===== config.mk =====
export PLATFORM = sky130hd
export DESIGN_NAME = fighter_action_sequencer
export DESIGN_NICKNAME = d
export VERILOG_FILES = /design/src/rtl/fighter_action_sequencer.sv
export SDC_FILE = /design/constraint.sdc
export NUM_CORES = 1
export LEC_CHECK = 0
export CAP_MARGIN = 20
export CORE_UTILIZATION = 49
export DETAILED_ROUTE_END_ITERATION = 6
export HOLD_SLACK_MARGIN = 0.02
export PLACE_DENSITY = 0.92
export REMOVE_ABC_BUFFERS = 1
export SLEW_MARGIN = 20
export SYNTH_ARGS = -nofsm -noshare
export SYNTH_HDL_FRONTEND = slang
export SYNTH_SLANG_ARGS = --single-unit

===== constraint.sdc =====
create_clock -name Clk -period 4.5 [get_ports Clk]
set_input_delay 1.35 -clock Clk [delete_from_list [all_inputs] [get_ports Clk]]
set_output_delay 1.35 -clock Clk [all_outputs]
set_load 0.01 [all_outputs]

===== src/rtl/fighter_action_sequencer.sv =====
// Per-player action scheduler: arbitrates action/walk keys, times one animation, stun or cooldown at a time on frame_tick.
// Latency: every output is registered and reflects the inputs sampled at the previous Clk edge.
// Backpressure: none; keys arriving outside IDLE/WALK are dropped, and a key still held is re-sampled once IDLE is reached.
module fighter_action_sequencer #(
    parameter int PUNCH_FRAMES = 8,
    parameter int KICK_FRAMES  = 12,
    parameter int JUMP_FRAMES  = 24,
    parameter int DODGE_FRAMES = 10,
    parameter int STUN_FRAMES  = 16,
    parameter int COOL_FRAMES  = 4,
    parameter int HIT_START    = 2,
    parameter int HIT_END      = 5,
    parameter int CNT_W        = 6
) (
    input  logic             Clk,
    input  logic             Reset,
    input  logic             frame_tick,
    input  logic             left,
    input  logic             right,
    input  logic             stand,
    input  logic             fight,
    input  logic             kick,
    input  logic             jump,
    input  logic             dodge,
    input  logic             hit_in,
    input  logic             facing_left,
    output logic [2:0]       action,
    output logic [CNT_W-1:0] action_frame,
    output logic             act_facing_left,
    output logic             move_left,
    output logic             move_right,
    output logic             attack_active,
    output logic             busy,
    output logic             cmd_ack
);

    // The state register is the externally visible action code; the four ACT
    // sub-states are simply the four attack/movement codes.
    localparam logic [2:0] S_IDLE  = 3'd0;
    localparam logic [2:0] S_WALK  = 3'd1;
    localparam logic [2:0] S_PUNCH = 3'd2;
    localparam logic [2:0] S_KICK  = 3'd3;
    localparam logic [2:0] S_JUMP  = 3'd4;
    localparam logic [2:0] S_DODGE = 3'd5;
    localparam logic [2:0] S_STUN  = 3'd6;
    localparam logic [2:0] S_COOL  = 3'd7;

    localparam logic [CNT_W-1:0] PUNCH_LAST = CNT_W'(PUNCH_FRAMES - 1);
    localparam logic [CNT_W-1:0] KICK_LAST  = CNT_W'(KICK_FRAMES - 1);
    localparam logic [CNT_W-1:0] JUMP_LAST  = CNT_W'(JUMP_FRAMES - 1);
    localparam logic [CNT_W-1:0] DODGE_LAST = CNT_W'(DODGE_FRAMES - 1);
    localparam logic [CNT_W-1:0] STUN_LAST  = CNT_W'(STUN_FRAMES - 1);
    // Meaningless when COOL_FRAMES==0 because COOL is then never entered.
    localparam logic [CNT_W-1:0] COOL_LAST  = CNT_W'(COOL_FRAMES - 1);
    localparam bit               HAS_COOL   = (COOL_FRAMES != 0);

    logic [2:0]       nxt_action;
    logic [CNT_W-1:0] nxt_frame;
    logic [CNT_W-1:0] last_frame;
    logic [2:0]       req;
    logic             nxt_ack;
    logic             nxt_ml;
    logic             nxt_mr;
    logic             nxt_fac;

    // Final frame index of whichever timed state is currently running.
    always_comb begin
        case (action)
            S_PUNCH: last_frame = PUNCH_LAST;
            S_KICK:  last_frame = KICK_LAST;
            S_JUMP:  last_frame = JUMP_LAST;
            S_DODGE: last_frame = DODGE_LAST;
            S_STUN:  last_frame = STUN_LAST;
            default: last_frame = COOL_LAST;
        endcase
    end

    // Next-state decision: a landed hit beats everything, then key arbitration or frame timing.
    always_comb begin
        nxt_action = action;
        nxt_frame  = action_frame;
        nxt_ack    = 1'b0;
        nxt_ml     = 1'b0;
        nxt_mr     = 1'b0;
        nxt_fac    = act_facing_left;
        req        = dodge ? S_DODGE :
                     jump  ? S_JUMP  :
                     kick  ? S_KICK  :
                     fight ? S_PUNCH : S_IDLE;

        if (hit_in && action != S_DODGE) begin
            nxt_action = S_STUN;
            nxt_frame  = '0;
        end else begin
            case (action)
                S_IDLE, S_WALK: begin
                    nxt_frame = '0;
                    if (req != S_IDLE) begin
                        nxt_action = req;
                        nxt_fac    = facing_left;
                        nxt_ack    = 1'b1;
                    end else if ((left ^ right) && !stand) begin
                        nxt_action = S_WALK;
                        nxt_ml     = left;
                        nxt_mr     = right;
                    end else begin
                        nxt_action = S_IDLE;
                    end
                end
                default: begin
                    if (frame_tick) begin
                        if (action_frame == last_frame) begin
                            nxt_frame = '0;
                            if (action == S_COOL || !HAS_COOL)
                                nxt_action = S_IDLE;
                            else
                                nxt_action = S_COOL;
                        end else begin
                            nxt_frame = action_frame + CNT_W'(1);
                        end
                    end
                end
            endcase
        end
    end

    // Register the state and all outputs; flags are derived from the next state so they line up with it.
    always_ff @(posedge Clk) begin
        if (Reset) begin
            action          <= S_IDLE;
            action_frame    <= '0;
            act_facing_left <= 1'b0;
            move_left       <= 1'b0;
            move_right      <= 1'b0;
            attack_active   <= 1'b0;
            busy            <= 1'b0;
            cmd_ack         <= 1'b0;
        end else begin
            action          <= nxt_action;
            action_frame    <= nxt_frame;
            act_facing_left <= nxt_fac;
            move_left       <= nxt_ml;
            move_right      <= nxt_mr;
            cmd_ack         <= nxt_ack;
            busy            <= !(nxt_action == S_IDLE || nxt_action == S_WALK);
            // The frame never passes the last index, so a late HIT_END clips itself.
            attack_active   <= (nxt_action == S_PUNCH || nxt_action == S_KICK) &&
                               (32'(nxt_frame) >= HIT_START) &&
                               (32'(nxt_frame) < HIT_END);
        end
    end

endmodule


Word-level counts from Yosys, hierarchy flattened. Cells that the tools add are included. W data, S select, Z words.

$add $sub $neg: 1. $lt $le $gt $ge: 2. Equality and inequality tests: 12. Multiplexer cells: 17. Bitwise logic cells: 4. Reductions and logical operators: 15.

Operators with widths (count): $pmux W5 S5 (1); $mux W3 (8); $mux W6 (4); $eq A3 B2 Y1 const B (4); $eq A3 B3 Y1 const B (4); $add A6 B1 Y6 const B (1); $eq A3 B1 Y1 const B (2); $eq A6 B6 Y1 (1); $ge A6 B2 Y1 const B (1); $logic_not A3 Y1 (2); $lt A6 B3 Y1 const B (1); $reduce_or A5 Y1 (1); $logic_and A1 B1 Y1 (4); $mux W2 (2); $ne A3 B3 Y1 const B (1); $not A1 Y1 (3); $reduce_and A3 Y1 (1); $reduce_bool A3 Y1 (1); $reduce_or A3 Y1 (1); $logic_not A1 Y1 (2); $logic_or A1 B1 Y1 (2); $mux W1 (2); $reduce_or A2 Y1 (1); $xor A1 B1 Y1 (1).

Register bits: 15. Bits of input ports: 12. Output and inout port bits: 15. Word-level logic and storage cells: 59.

Depth between registers and ports, before layout. Gate-level depths: netlist of the first run.

Word-level depth: 12. Gate-level depth with buffers: 7. Gate-level depth less buffers: 6.

Least setup slack after synthesis of the first run. OpenSTA, ideal clock, no wires.

Path kind: input to register. Start point: input port frame_tick. End point: register attack_active. Setup time: 0.103 ns. Data arrival time: 2.688 ns. Data required time: 4.397 ns. Slack: 1.708 ns. Cell stages on the path: 7. Path buffers: 1. Cell sequence: buf_2 > nand2_1 > nor2_1 > nand3_1 > xnor2_1 > a211o_1 > a2111oi_2.

Longest elaborated chain between the ends: 7. Elaborated cells on any way between the ends: 13. Those cells by class: 2 x order compare; 2 x eq/ne; 6 x mux; 3 x reduce/logical.

Ends and longest elaborated chain: from (decl) (RTL line 17) `input logic frame_tick,`; branches (longest 6 deep; another with $ge A6 B2 Y1); $logic_and A1 B1 Y1 (*) (RTL line 148) `(32'(nxt_frame) >= HIT_START) &&`; to (signal assigned) (RTL line 147) `attack_active <= (nxt_action == S_PUNCH || nxt_action == S_KICK) &&`; to (decl) (RTL line 32) `output logic attack_active,`.

Every way passes the cells marked *. A chain may end at the register's enable or synchronous reset.

Worst setup path after layout of the first run. Ends and elaborated chain as after synthesis.

==> results of run 1 <==
==> area by class of cell <==
| type | instances | share of cell area, % |
|---|---|---|
| Sequential cell | 15 | 25.5 |
| Inverter | 3 | 0.956 |
| Clock buffer | 3 | 1.91 |
| Multi-Input combinational cell | 88 | 46.4 |
| Clock inverter | 1 | 0.425 |
| Timing Repair Buffer | 26 | 22.1 |
| Tap cell | 25 | 2.66 |
==> power by group <==
part | switching (mW) | leakage [nW] | internal [mW] | total (mW)
Combinational | 0.0226 | 0.265 | 0.0272 | 0.0498
Sequential | 0.00860 | 0.122 | 0.137 | 0.145
Clock | 0.0472 | 0.0177 | 0.0331 | 0.0803
Total | 0.0784 | 0.405 | 0.197 | 0.275
==> per-stage QoR <==
stage                     hold slack, ns  cells  util (%)  cell area, um^2
after floorplan                    0.535    106         -              858
after detailed placement           0.515    157      67.3             1150
after CTS                          0.541    161      68.9             1180
final                              0.531    161      68.9             1180
after global routing               0.562    161      68.9             1180
after global placement             0.482    157      67.3             1150
==> synthesized netlist by cell type <==
master                       n  area share [%]
sky130_fd_sc_hd__nor2_1     21             8.9
sky130_fd_sc_hd__dfxtp_1    15              34
sky130_fd_sc_hd__nand2_1     9             3.8
sky130_fd_sc_hd__xnor2_1     8             7.9
sky130_fd_sc_hd__nor3_1      6             3.4
sky130_fd_sc_hd__nand2b_1    5             3.5
sky130_fd_sc_hd__a21oi_1     4             2.3
sky130_fd_sc_hd__buf_2       4             2.3
sky130_fd_sc_hd__mux2i_1     4             4.5
sky130_fd_sc_hd__clkbuf_1    3             1.3
sky130_fd_sc_hd__o41ai_1     3             3.0
sky130_fd_sc_hd__a211o_1     2             2.0
sky130_fd_sc_hd__inv_1       2            0.84
sky130_fd_sc_hd__nand3_1     2             1.1
sky130_fd_sc_hd__nand4_1     2             1.4
sky130_fd_sc_hd__nor2b_1     2             1.4
sky130_fd_sc_hd__nor3b_1     2             1.7
sky130_fd_sc_hd__nor4_1      2             1.4
sky130_fd_sc_hd__a2111oi_2   1             1.7
sky130_fd_sc_hd__a211oi_1    1            0.84
sky130_fd_sc_hd__a211oi_2    1             1.4
sky130_fd_sc_hd__a221oi_1    1            0.98
sky130_fd_sc_hd__a311oi_1    1            0.98
sky130_fd_sc_hd__a31oi_1     1            0.70
sky130_fd_sc_hd__and3b_1     1            0.98
sky130_fd_sc_hd__ha_1        1             1.4
sky130_fd_sc_hd__inv_2       1            0.42
sky130_fd_sc_hd__nand3b_1    1            0.84
sky130_fd_sc_hd__nor4b_1     1            0.98
sky130_fd_sc_hd__o21a_1      1            0.84
sky130_fd_sc_hd__o21ai_0     1            0.56
sky130_fd_sc_hd__o21ai_1     1            0.56
sky130_fd_sc_hd__o21bai_1    1            0.84
sky130_fd_sc_hd__or3_1       1            0.70
sky130_fd_sc_hd__xor2_1      1            0.98
==> logic make-up after synthesis <==
logic type | count (synthesis)
xor gates and xnor gates | 9
DFF | 15
and+or+nand+nor | 55
AOI/OAI and AO/OA | 19
buffers and inverters | 10
adders and majority gates | 1
muxes | 4
==> layout by cell type, fill, tap and decap left out, drive strengths merged, types with 3 or more instances in the layout <==
cell and n:
clkdlybuf4s50 26, nor2 21, dfxtp 15, nand2 9, xnor2 8, nor3 6
nand2b 5, a21oi 4, mux2i 4, o41ai 3, clkbuf 3, inv 3
==> registers in the layout, summed over array words and instances, names as in the netlist <==
name             cells
act_facing_left      1
busy                 1
attack_active        1
move_left            1
action               3
action_frame         6
move_right           1
cmd_ack              1
==> path summary, 6_finish.rpt <==
check        cells after the start         endpoint       startpoint  slack, ns
max                              7    attack_active       frame_tick       1.37
min                              2  act_facing_left  act_facing_left       0.53
max reg2reg                      6    attack_active        action[1]       2.42
min reg2reg                      2  act_facing_left  act_facing_left       0.53
==> routing by layer <==
| metal | up-vias | GRT usage [%] | routed length [um] |
|---|---|---|---|
| li1 | 446 | - | - |
| met1 | 414 | 26.9 | 878 |
| met2 | 43 | 45.0 | 1090 |
| met3 | 3 | 5.31 | 149 |
| met4 | 0 | 12.7 | 28 |
| met5 | - | 0 | 0 |
==> worst max-delay path, stage by stage <==
cell	delay, ns
sky130_fd_sc_hd__clkdlybuf4s50_1	0.62
sky130_fd_sc_hd__nand2_1	0.15
sky130_fd_sc_hd__nor2_1	0.26
sky130_fd_sc_hd__nand3_1	0.15
sky130_fd_sc_hd__xnor2_1	0.18
sky130_fd_sc_hd__a211o_1	0.31
sky130_fd_sc_hd__a2111oi_2	0.32
==> Flow_metrics.wiki, run 1 <==
{| class="wikitable"
! Metric !! Value
|-
| Number of cells upsized or downsized after cts || 0
|-
| Post-layout total power || 275 uW
|-
| Total negative setup slack || 0 ns
|-
| Unique cell type count in the Yosys netlist || 35
|-
| Count of routing violations after the opening detailed-route iteration || 19
|-
| Number of buffers inserted by post-CTS setup repair || 0
|-
| DR DRC count || 0
|-
| Achievable frequency || 320 MHz
|-
| Total setup violations reported at the end of the flow || 0
|-
| Mean instance size in the synthesized netlist || 7.87 um^2
|-
| Leakage || 0.405 nW
|-
| Post-CTS Hold Buffers || 0
|-
| Total standard cell area after synthesis || 890 um^2
|-
| Ports placed on the boundary || 27
|-
| Ys Warns || 0
|-
| Count of state elements after synthesis || 15
|-
| Start-to-end type of the worst setup path || in2reg
|-
| Number of optimization iterations in the first detailed-route pass || 4
|-
| First-pass GRT wire length || 3.57 mm
|-
| Adder and majority gate portion of the synthesized area || 1.41%
|-
| Share of cells above drive strength 1 || 5.15%
|-
| Area growth syn-to-layout || 32.3%
|-
| Detailed Route WL || 2.14 mm
|-
| Slew of the pin with the lowest slew margin || 0.582 ns
|-
| Crit path launch type || input pin
|-
| Combinational family with the most area after synthesis || simple AND/OR/NAND/NOR gates
|-
| Average via count per standard cell || 5.63
|-
| Worst-case clock skew || 0.00131 ns
|-
| Max-slew violation count || 0
|-
| Clock Path Buffers || 2
|-
| Number of instances in the synthesized netlist || 113
|-
| Post-DP HPWL || 1.58 mm
|-
| Overflow after GRT || 0
|-
| Total die area || 1990 um^2
|-
| Total number of clock tree sinks || 15
|-
| Post-route setup slack || 1.37 ns
|-
| Vias after detailed routing || 906
|-
| Antenna Cells || 0
|-
| Clock tree from TritonCTS || yes
|-
| Wire per inst || 13.3 um
|-
| Initial standard-cell utilization of the core || 52.1%
|-
| Nets || 150
|-
| Mux cell area share after synthesis || 4.50%
|-
| DRT antenna net count || 0
|-
| Clock buffer count from CTS || 3
|-
| Initial antenna violation count || 0
|-
| CTS clock-pin slew for the worst setup and hold paths || 0.09 ns
|-
| Relative max-transition margin || 60.7%
|-
| Sequential cell area in the final layout || 300 um^2
|-
| Vias in the first global route || 875
|-
| Number of levels in the clock H-tree || 1
|-
| PD cells || 234 nW/um^2
|-
| Core region area || 1710 um^2
|-
| Horizontal die dimension || 44.6 um
|-
| Overall track demand over capacity in global routing || 24.9%
|-
| Crit path time final || 3.13 ns
|-
| Largest net degree at the start of global routing || 21
|-
| Fraction of the yosys area taken by sequential cells || 33.8%
|-
| VDD IR max || 0.178 mV
|-
| Result of the run || finished, final reports clean
|-
| XOR/XNOR Fraction of Synth Area || 8.86%
|-
| Buffer cell driving the clock tree root || sky130_fd_sc_hd__clkbuf_4
|-
| Max Fanout on Critical Path || 7
|-
| Area of the multi-input gates || 547 um^2
|-
| Chip Height || 44.6 um
|-
| Gpl congestion || 0.954
|-
| Critical path data arrival time || 3.33 ns
|-
| Worst Setup End Kind || flip-flop
|-
| Number of max-cap violations || 0
|-
| Pre-CTS setup slack || 1.07 ns
|-
| Post-Synth Simple-Gate Area || 30.1%
|-
| Later-pin clock latency in the skew report || 0.29 ns
|-
| Fraction of the cycle the final worst path needs || 69.5%
|-
| Row Count || 15
|-
| Post-synthesis compound-gate area fraction || 16.6%
|-
| Setup repair after global routing missed its margin || false
|-
| Number of buffer cells added on primary ports || 26
|-
| Req. time, crit path || 4.70 ns
|-
| Hold violation count in the final report || 0
|-
| Path category of the worst min-delay check || reg2reg
|-
| Fill cell total of the finished layout || 140
|}
(Power assumes the default switching activity.)
==> inputs of run 2 (changes only) <==
--- a/config.mk
+++ b/config.mk
@@ -6,10 +6,10 @@
 export NUM_CORES = 1
 export LEC_CHECK = 0
 export CAP_MARGIN = 20
-export CORE_UTILIZATION = 49
+export CORE_UTILIZATION = 41
 export DETAILED_ROUTE_END_ITERATION = 6
 export HOLD_SLACK_MARGIN = 0.02
-export PLACE_DENSITY = 0.92
+export PLACE_DENSITY = 0.83
 export REMOVE_ABC_BUFFERS = 1
 export SLEW_MARGIN = 20
 export SYNTH_ARGS = -nofsm -noshare
==> constraint.sdc (replaced) <==
create_clock -name Clk -period 2.6 [get_ports Clk]
set_input_delay 0.78 -clock Clk [delete_from_list [all_inputs] [get_ports Clk]]
set_output_delay 0.78 -clock Clk [all_outputs]
set_load 0.01 [all_outputs]
==> run 2 against run 1 <==
Compared with the run above: first-iteration DRC count increased by 53%; highest routed layer unchanged; sequential power increased by 72%; largest cell class unchanged; via count increased by 2.2%; register-to-register slack got worse by 1.9 ns; sequential share of layout area decreased by 0.81 points; critical endpoint is now action[2].
==> Flow_metrics.wiki, run 2 (synthesized netlist as in run 1, its figures left out) <==
{| class="wikitable"
! Metric !! Value
|-
| Result of the run || finished, final reports clean (unchanged)
|-
| Number of buffers inserted by post-CTS setup repair || 0 (unchanged)
|-
| Number of buffer and inverter stages on the critical path || 1 (unchanged)
|-
| Total die area || 2360 um^2 (was 1990 um^2)
|-
| Overflow after GRT || 0 (unchanged)
|-
| Req. time, crit path || 1.82 ns (was 4.70 ns)
|-
| PD cells || 395 nW/um^2 (was 234 nW/um^2)
|-
| Average via count per standard cell || 5.51 (was 5.63)
|-
| Crit path launch type || flip-flop (was input pin)
|-
| Fraction of the cycle the final worst path needs || 89.3%
|-
| Initial standard-cell utilization of the core || 44.4% (was 52.1%)
|-
| Gpl congestion || 0.872 (was 0.954)
|-
| Worst Setup End Kind || output port (was flip-flop)
|-
| Number of cells upsized or downsized after cts || 0 (unchanged)
|-
| Achievable frequency || 431 MHz
|-
| Biggest regs || action_frame: 6 flops, action: 3 flops (unchanged)
|-
| Critical path data arrival time || 1.54 ns (was 3.33 ns)
|-
| Number of levels in the clock H-tree || 1 (unchanged)
|-
| CTS clock-pin slew for the worst setup and hold paths || 0.09 ns (about the same)
|-
| Leakage || 0.428 nW (was 0.405 nW)
|-
| Fraction of the core area covered by cells at the end of the flow || 60.8% (was 68.9%)
|-
| VDD IR max || 0.338 mV (was 0.178 mV)
|-
| Number of max-cap violations || 0 (unchanged)
|-
| Category of cells accounting for the largest share of critical-path delay || flip-flops (was compound AO/OA/AOI/OAI gates)
|-
| Buffer cell driving the clock tree root || sky130_fd_sc_hd__clkbuf_4 (unchanged)
|-
| Total negative setup slack || 0 ns (unchanged)
|-
| Commonest cells after routing, fill and taps aside || sky130_fd_sc_hd__clkdlybuf4s50_1 (26), sky130_fd_sc_hd__nor2_1 (21), sky130_fd_sc_hd__dfxtp_1 (15) (unchanged)
|-
| Overall track demand over capacity in global routing || 20.5% (was 24.9%)
|-
| Vias in the first global route || 887 (was 875)
|-
| Ports placed on the boundary || 27 (unchanged)
|-
| Relative max-transition margin || 66.7% (was 60.7%)
|-
| Crit path max-delay cell type || sky130_fd_sc_hd__dfxtp_1 (was sky130_fd_sc_hd__clkdlybuf4s50_1)
|-
| DR DRC count || 0 (unchanged)
|-
| Area growth syn-to-layout || 36.7% (was 32.3%)
|-
| Count of routing violations after the opening detailed-route iteration || 29 (was 19)
|-
| DRT antenna net count || 0 (unchanged)
|-
| Core region area || 2000 um^2 (was 1710 um^2)
|-
| Antenna Cells || 0 (unchanged)
|-
| Horizontal die dimension || 48.6 um (was 44.6 um)
|-
| Start-to-end type of the worst setup path || reg2out (was in2reg)
|-
| Crit path time final || 2.32 ns
|-
| Largest net degree at the start of global routing || 14 (was 21)
|-
| Final design area excluding fillers || 1220 um^2 (was 1180 um^2)
|-
| M1 WL || 1.01 mm (was 878 um)
|-
| Highest metal layer used by the detailed router || met4 (unchanged)
|-
| Hold slack final || 0.523 ns (was 0.531 ns)
|-
| Share of cells above drive strength 1 || 7.80% (was 5.15%)
|-
| First-pass GRT wire length || 3.75 mm (was 3.57 mm)
|-
| Worst-path cell chain || clkdlybuf4s50_1 (was clkdlybuf4s50_1, nand2_1, nor2_1, nand3_1, xnor2_1, a211o_1, a2111oi_2)
|-
| Path category of the worst min-delay check || reg2reg (unchanged)
|-
| Clock Path Buffers || 2 (unchanged)
|-
| Post-CTS Hold Buffers || 0 (unchanged)
|-
| Number of optimization iterations in the first detailed-route pass || 4 (unchanged)
|-
| Fill cell total of the finished layout || 182 (was 140)
|-
| Area of the multi-input gates || 547 um^2 (unchanged)
|-
| Later-pin clock latency in the skew report || 0.29 ns (about the same)
|-
| Row Count || 16 (was 15)
|-
| Met2 layer wire length in the routed design || 1.01 mm (was 1.09 mm)
|-
| Sequential cell area in the final layout || 300 um^2 (unchanged)
|-
| Largest incremental delay on the critical path || 0.63 ns (was 0.62 ns)
|-
| Total number of clock tree sinks || 15 (unchanged)
|-
| Wire per inst || 13.4 um (was 13.3 um)
|-
| Setup repair after global routing missed its margin || false (unchanged)
|-
| Clock tree from TritonCTS || yes (unchanged)
|-
| Max-slew violation count || 0 (unchanged)
|-
| Met3 routed WL || 159 um (was 149 um)
|-
| Worst-case clock skew || 0.00373 ns (was 0.00131 ns)
|-
| Max Fanout on Critical Path || 13 (was 7)
|-
| Hold violation count in the final report || 0 (unchanged)
|-
| Chip Height || 48.6 um (was 44.6 um)
|-
| Largest register FFs || 6 (unchanged)
|-
| Vias after detailed routing || 926 (was 906)
|-
| Detailed Route WL || 2.26 mm (was 2.14 mm)
|-
| Slew of the pin with the lowest slew margin || 0.494 ns (was 0.582 ns)
|-
| Total setup violations reported at the end of the flow || 0 (unchanged)
|-
| Post-layout total power || 480 uW (was 275 uW)
|-
| Nets || 155 (was 150)
|-
| Post-DP Area || 1190 um^2 (was 1150 um^2)
|-
| Most flops, register || action_frame (unchanged)
|-
| Post-DP HPWL || 1.59 mm (was 1.58 mm)
|-
| Initial antenna violation count || 0 (unchanged)
|-
| Number of buffer cells added on primary ports || 26 (unchanged)
|-
| Clock buffer count from CTS || 3 (unchanged)
|-
| Commonest non-fill, non-tap cell in the layout || sky130_fd_sc_hd__clkdlybuf4s50_1 (unchanged)
|}
## run 2: cell types whose count changed in the layout (fill, tap and decap cells not counted), sizes merged
cell / change
buf: +5
clkinv: -1
clkbuf: +1
## run 2: worst paths after layout
kind	from	end	slack, ns	cells after the start
worst min register to register	act_facing_left	act_facing_left	0.52	2
worst max-delay path	action[2]	action[2]	0.28	1
worst max register to register	action[2]	attack_active	0.57	6
worst min-delay path	act_facing_left	act_facing_left	0.52	2
## run 2: per-stage QoR
stage	cells	setup WS (ns)
2_1_floorplan	106	0.550
3_3_place_gp	164	0.120
3_5_place_dp	164	0.0318
4_1_cts	168	0.277
5_1_grt	168	0.186
6_report	168	0.277
## run 2: cell type report
type / instances / share of cell area [%]
Inverter: 3 / 0.926
Sequential cell: 15 / 24.7
Multi-Input combinational cell: 88 / 45.0
Clock buffer: 4 / 2.16
Tap cell: 27 / 2.78
Timing Repair Buffer: 31 / 24.5
## run 2: per-layer routing
layer,global-route usage [%],vias up
li1,-,457
met1,24.2,420
met2,32.6,43
met3,4.09,6
met4,15.2,0
met5,0,-
## run 2: where the power goes
| part | switching [mW] | leakage [nW] | internal, mW |
|---|---|---|---|
| Sequential | 0.0127 | 0.122 | 0.237 |
| Combinational | 0.0429 | 0.290 | 0.0515 |
| Clock | 0.0768 | 0.0150 | 0.0596 |
==> inputs of run 3 (changes only) <==
--- a/config.mk
+++ b/config.mk
@@ -6,10 +6,10 @@
 export NUM_CORES = 1
 export LEC_CHECK = 0
 export CAP_MARGIN = 20
-export CORE_UTILIZATION = 41
+export CORE_UTILIZATION = 45
 export DETAILED_ROUTE_END_ITERATION = 6
 export HOLD_SLACK_MARGIN = 0.02
-export PLACE_DENSITY = 0.83
+export PLACE_DENSITY = 0.86
 export REMOVE_ABC_BUFFERS = 1
 export SLEW_MARGIN = 20
 export SYNTH_ARGS = -nofsm -noshare
==> constraint.sdc (replaced) <==
create_clock -name Clk -period 2.7 [get_ports Clk]
set_input_delay 0.81 -clock Clk [delete_from_list [all_inputs] [get_ports Clk]]
set_output_delay 0.81 -clock Clk [all_outputs]
set_load 0.01 [all_outputs]
==> run 3 against run 2 <==
Compared with the run above: cell count down 1.2%; power down 4.7%; worst hold slack worse by 0.011 ns; design area down 0.10%; critical path type unchanged; global-route usage up 0.21 points; combinational power down 5.8%; setup slack better by 0.081 ns; sequential power down 4%; register-to-register slack better by 0.19 ns; die area down 8.5%; via count down 2.6%.
==> Flow_metrics.wiki, run 3 (synthesized netlist as in run 1, its figures left out) <==
{| class="wikitable"
! Metric !! Value
|-
| Category of cells accounting for the largest share of critical-path delay || buffers and inverters (was flip-flops)
|-
| Clock tree from TritonCTS || yes (unchanged)
|-
| Total setup violations reported at the end of the flow || 0 (unchanged)
|-
| Endpoint of the most critical register-to-register path || attack_active (unchanged)
|-
| Crit path time final || 2.34 ns
|-
| Number of max-cap violations || 0 (unchanged)
|-
| Origin of the worst setup path || action[2] (unchanged)
|-
| Clock Path Buffers || 2 (unchanged)
|-
| Buffer cell driving the clock tree root || sky130_fd_sc_hd__clkbuf_4 (unchanged)
|-
| Ports placed on the boundary || 27 (unchanged)
|-
| Later-pin clock latency in the skew report || 0.29 ns (about the same)
|-
| Reg2Reg Setup Slack || 0.76 ns (was 0.57 ns)
|-
| Post-DP Area || 1190 um^2 (about the same)
|-
| Fraction of the cycle the final worst path needs || 86.7%
|-
| Horizontal die dimension || 46.5 um (was 48.6 um)
|-
| Total number of clock tree sinks || 15 (unchanged)
|-
| Achievable frequency || 427 MHz
|-
| Initial standard-cell utilization of the core || 49.9% (was 44.4%)
|-
| CTS clock-pin slew for the worst setup and hold paths || 0.09 ns (about the same)
|-
| Vias after detailed routing || 902 (was 926)
|-
| First-pass GRT wire length || 3.16 mm (was 3.75 mm)
|-
| Initial antenna violation count || 0 (unchanged)
|-
| Gpl congestion || 0.887 (was 0.872)
|-
| Area growth syn-to-layout || 36.6% (was 36.7%)
|-
| Post-layout total power || 457 uW (was 480 uW)
|-
| Largest register FFs || 6 (unchanged)
|-
| Share of cells above drive strength 1 || 8.51% (was 7.80%)
|-
| Total number of cells along the worst setup path || 1 (unchanged)
|-
| Reg2Reg Depth || 6 (unchanged)
|-
| GR Layer Usage met3 || 5.88% (was 4.09%)
|-
| HP Start || act_facing_left (unchanged)
|-
| Number of buffer and inverter stages on the critical path || 1 (unchanged)
|-
| Crit path launch type || flip-flop (unchanged)
|-
| Commonest cells after routing, fill and taps aside || sky130_fd_sc_hd__clkdlybuf4s50_1 (26), sky130_fd_sc_hd__nor2_1 (21), sky130_fd_sc_hd__dfxtp_1 (15) (unchanged)
|-
| Biggest regs || action_frame: 6 flops, action: 3 flops (unchanged)
|-
| Vias in the first global route || 756 (was 887)
|-
| Most flops, register || action_frame (unchanged)
|-
| Crit path max-delay cell type || sky130_fd_sc_hd__clkdlybuf4s50_1 (was sky130_fd_sc_hd__dfxtp_1)
|-
| Number of buffers inserted by post-CTS setup repair || 0 (unchanged)
|-
| Path category of the worst min-delay check || reg2reg (unchanged)
|-
| Number of levels in the clock H-tree || 1 (unchanged)
|-
| Commonest non-fill, non-tap cell in the layout || sky130_fd_sc_hd__clkdlybuf4s50_1 (unchanged)
|-
| Crit path capture || action[2] (unchanged)
|-
| Leakage || 0.431 nW (was 0.428 nW)
|-
| Critical path data arrival time || 1.53 ns (was 1.54 ns)
|-
| Number of optimization iterations in the first detailed-route pass || 4 (unchanged)
|-
| Hold violation count in the final report || 0 (unchanged)
|-
| Wire per inst || 12.1 um (was 13.4 um)
|-
| Relative max-transition margin || 69.8% (was 66.7%)
|-
| Max Fanout on Critical Path || 13 (unchanged)
|-
| Worst-case clock skew || 0.00190 ns (was 0.00373 ns)
|-
| Count of routing violations after the opening detailed-route iteration || 21 (was 29)
|-
| Total die area || 2160 um^2 (was 2360 um^2)
|-
| Number of buffer cells added on primary ports || 26 (unchanged)
|-
| Overflow after GRT || 0 (unchanged)
|-
| Core region area || 1780 um^2 (was 2000 um^2)
|-
| Largest net degree at the start of global routing || 14 (unchanged)
|-
| Most utilized layer in the global route result || met2 (unchanged)
|-
| Overall track demand over capacity in global routing || 20.7% (was 20.5%)
|-
| Chip Height || 46.5 um (was 48.6 um)
|-
| Worst-path cell chain || clkdlybuf4s50_1 (unchanged)
|-
| Detailed Route WL || 2.01 mm (was 2.26 mm)
|-
| Final design area excluding fillers || 1210 um^2 (was 1220 um^2)
|-
| Setup repair after global routing missed its margin || false (unchanged)
|-
| Row Count || 15 (was 16)
|-
| Number of cells upsized or downsized after cts || 0 (unchanged)
|-
| Start-to-end type of the worst setup path || reg2out (unchanged)
|-
| Result of the run || finished, final reports clean (unchanged)
|-
| Post-CTS Hold Buffers || 0 (unchanged)
|-
| Max-slew violation count || 0 (unchanged)
|-
| Largest incremental delay on the critical path || 0.63 ns (about the same)
|-
| Worst Setup End Kind || output port (unchanged)
|-
| Pre-CTS setup slack || 0.130 ns (was 0.0318 ns)
|-
| Antenna Cells || 0 (unchanged)
|-
| VDD IR max || 0.264 mV (was 0.338 mV)
|-
| Post-DP HPWL || 1.53 mm (was 1.59 mm)
|-
| Post-route setup slack || 0.359 ns (was 0.277 ns)
|-
| Clock buffer count from CTS || 3 (unchanged)
|-
| Grt met2 use || 35.3% (was 32.6%)
|-
| Average via count per standard cell || 5.43 (was 5.51)
|-
| Slew of the pin with the lowest slew margin || 0.448 ns (was 0.494 ns)
|-
| PD cells || 376 nW/um^2 (was 395 nW/um^2)
|-
| Nets || 155 (unchanged)
|-
| Startpoint of the most critical register-to-register path || action[2] (unchanged)
|-
| DR DRC count || 0 (unchanged)
|-
| GRT met1 Usage || 24.1% (was 24.2%)
|-
| DRT antenna net count || 0 (unchanged)
|-
| Req. time, crit path || 1.89 ns (was 1.82 ns)
|-
| Total negative setup slack || 0 ns (unchanged)
|}
run 3: worst min-delay path by stage:
stage / end / slack [ns] / cells past startpoint
after floorplan: act_facing_left / 0.53 / 2
after CTS: act_facing_left / 0.52 / 2
after global placement: act_facing_left / 0.48 / 2
final: act_facing_left / 0.51 / 2
after detailed placement: act_facing_left / 0.49 / 2
after global routing: act_facing_left / 0.57 / 2
run 3: area by class of cell:
| cell class | count | area (um^2) |
|---|---|---|
| Fill cell | 151 | 568 |
| Multi-Input combinational cell | 88 | 547 |
| Sequential cell | 15 | 300 |
| Timing Repair Buffer | 31 | 298 |
| Tap cell | 25 | 31.3 |
| Clock buffer | 3 | 22.5 |
| Inverter | 3 | 11.3 |
| Clock inverter | 1 | 5.00 |
run 3: report_power, final:
group | switching (mW) | total, mW | internal, mW
Clock | 0.0732 | 0.128 | 0.0551
Sequential | 0.0123 | 0.240 | 0.228
Combinational | 0.0393 | 0.0889 | 0.0496
Total | 0.125 | 0.457 | 0.332
run 3: through the flow:
stage | utilization (%) | cells | hold WS [ns]
after global placement | 66.6 | 162 | 0.482
after detailed placement | 66.6 | 162 | 0.493
after CTS | 68.1 | 166 | 0.519
final | 68.1 | 166 | 0.512
after floorplan | - | 106 | 0.535
after global routing | 68.1 | 166 | 0.569
run 3: routing by layer:
layer | share of wire [%] | up-vias
met5 | 0 | -
met4 | 0.85 | 0
met3 | 6.2 | 2
met2 | 49 | 34
met1 | 43 | 415
li1 | - | 451
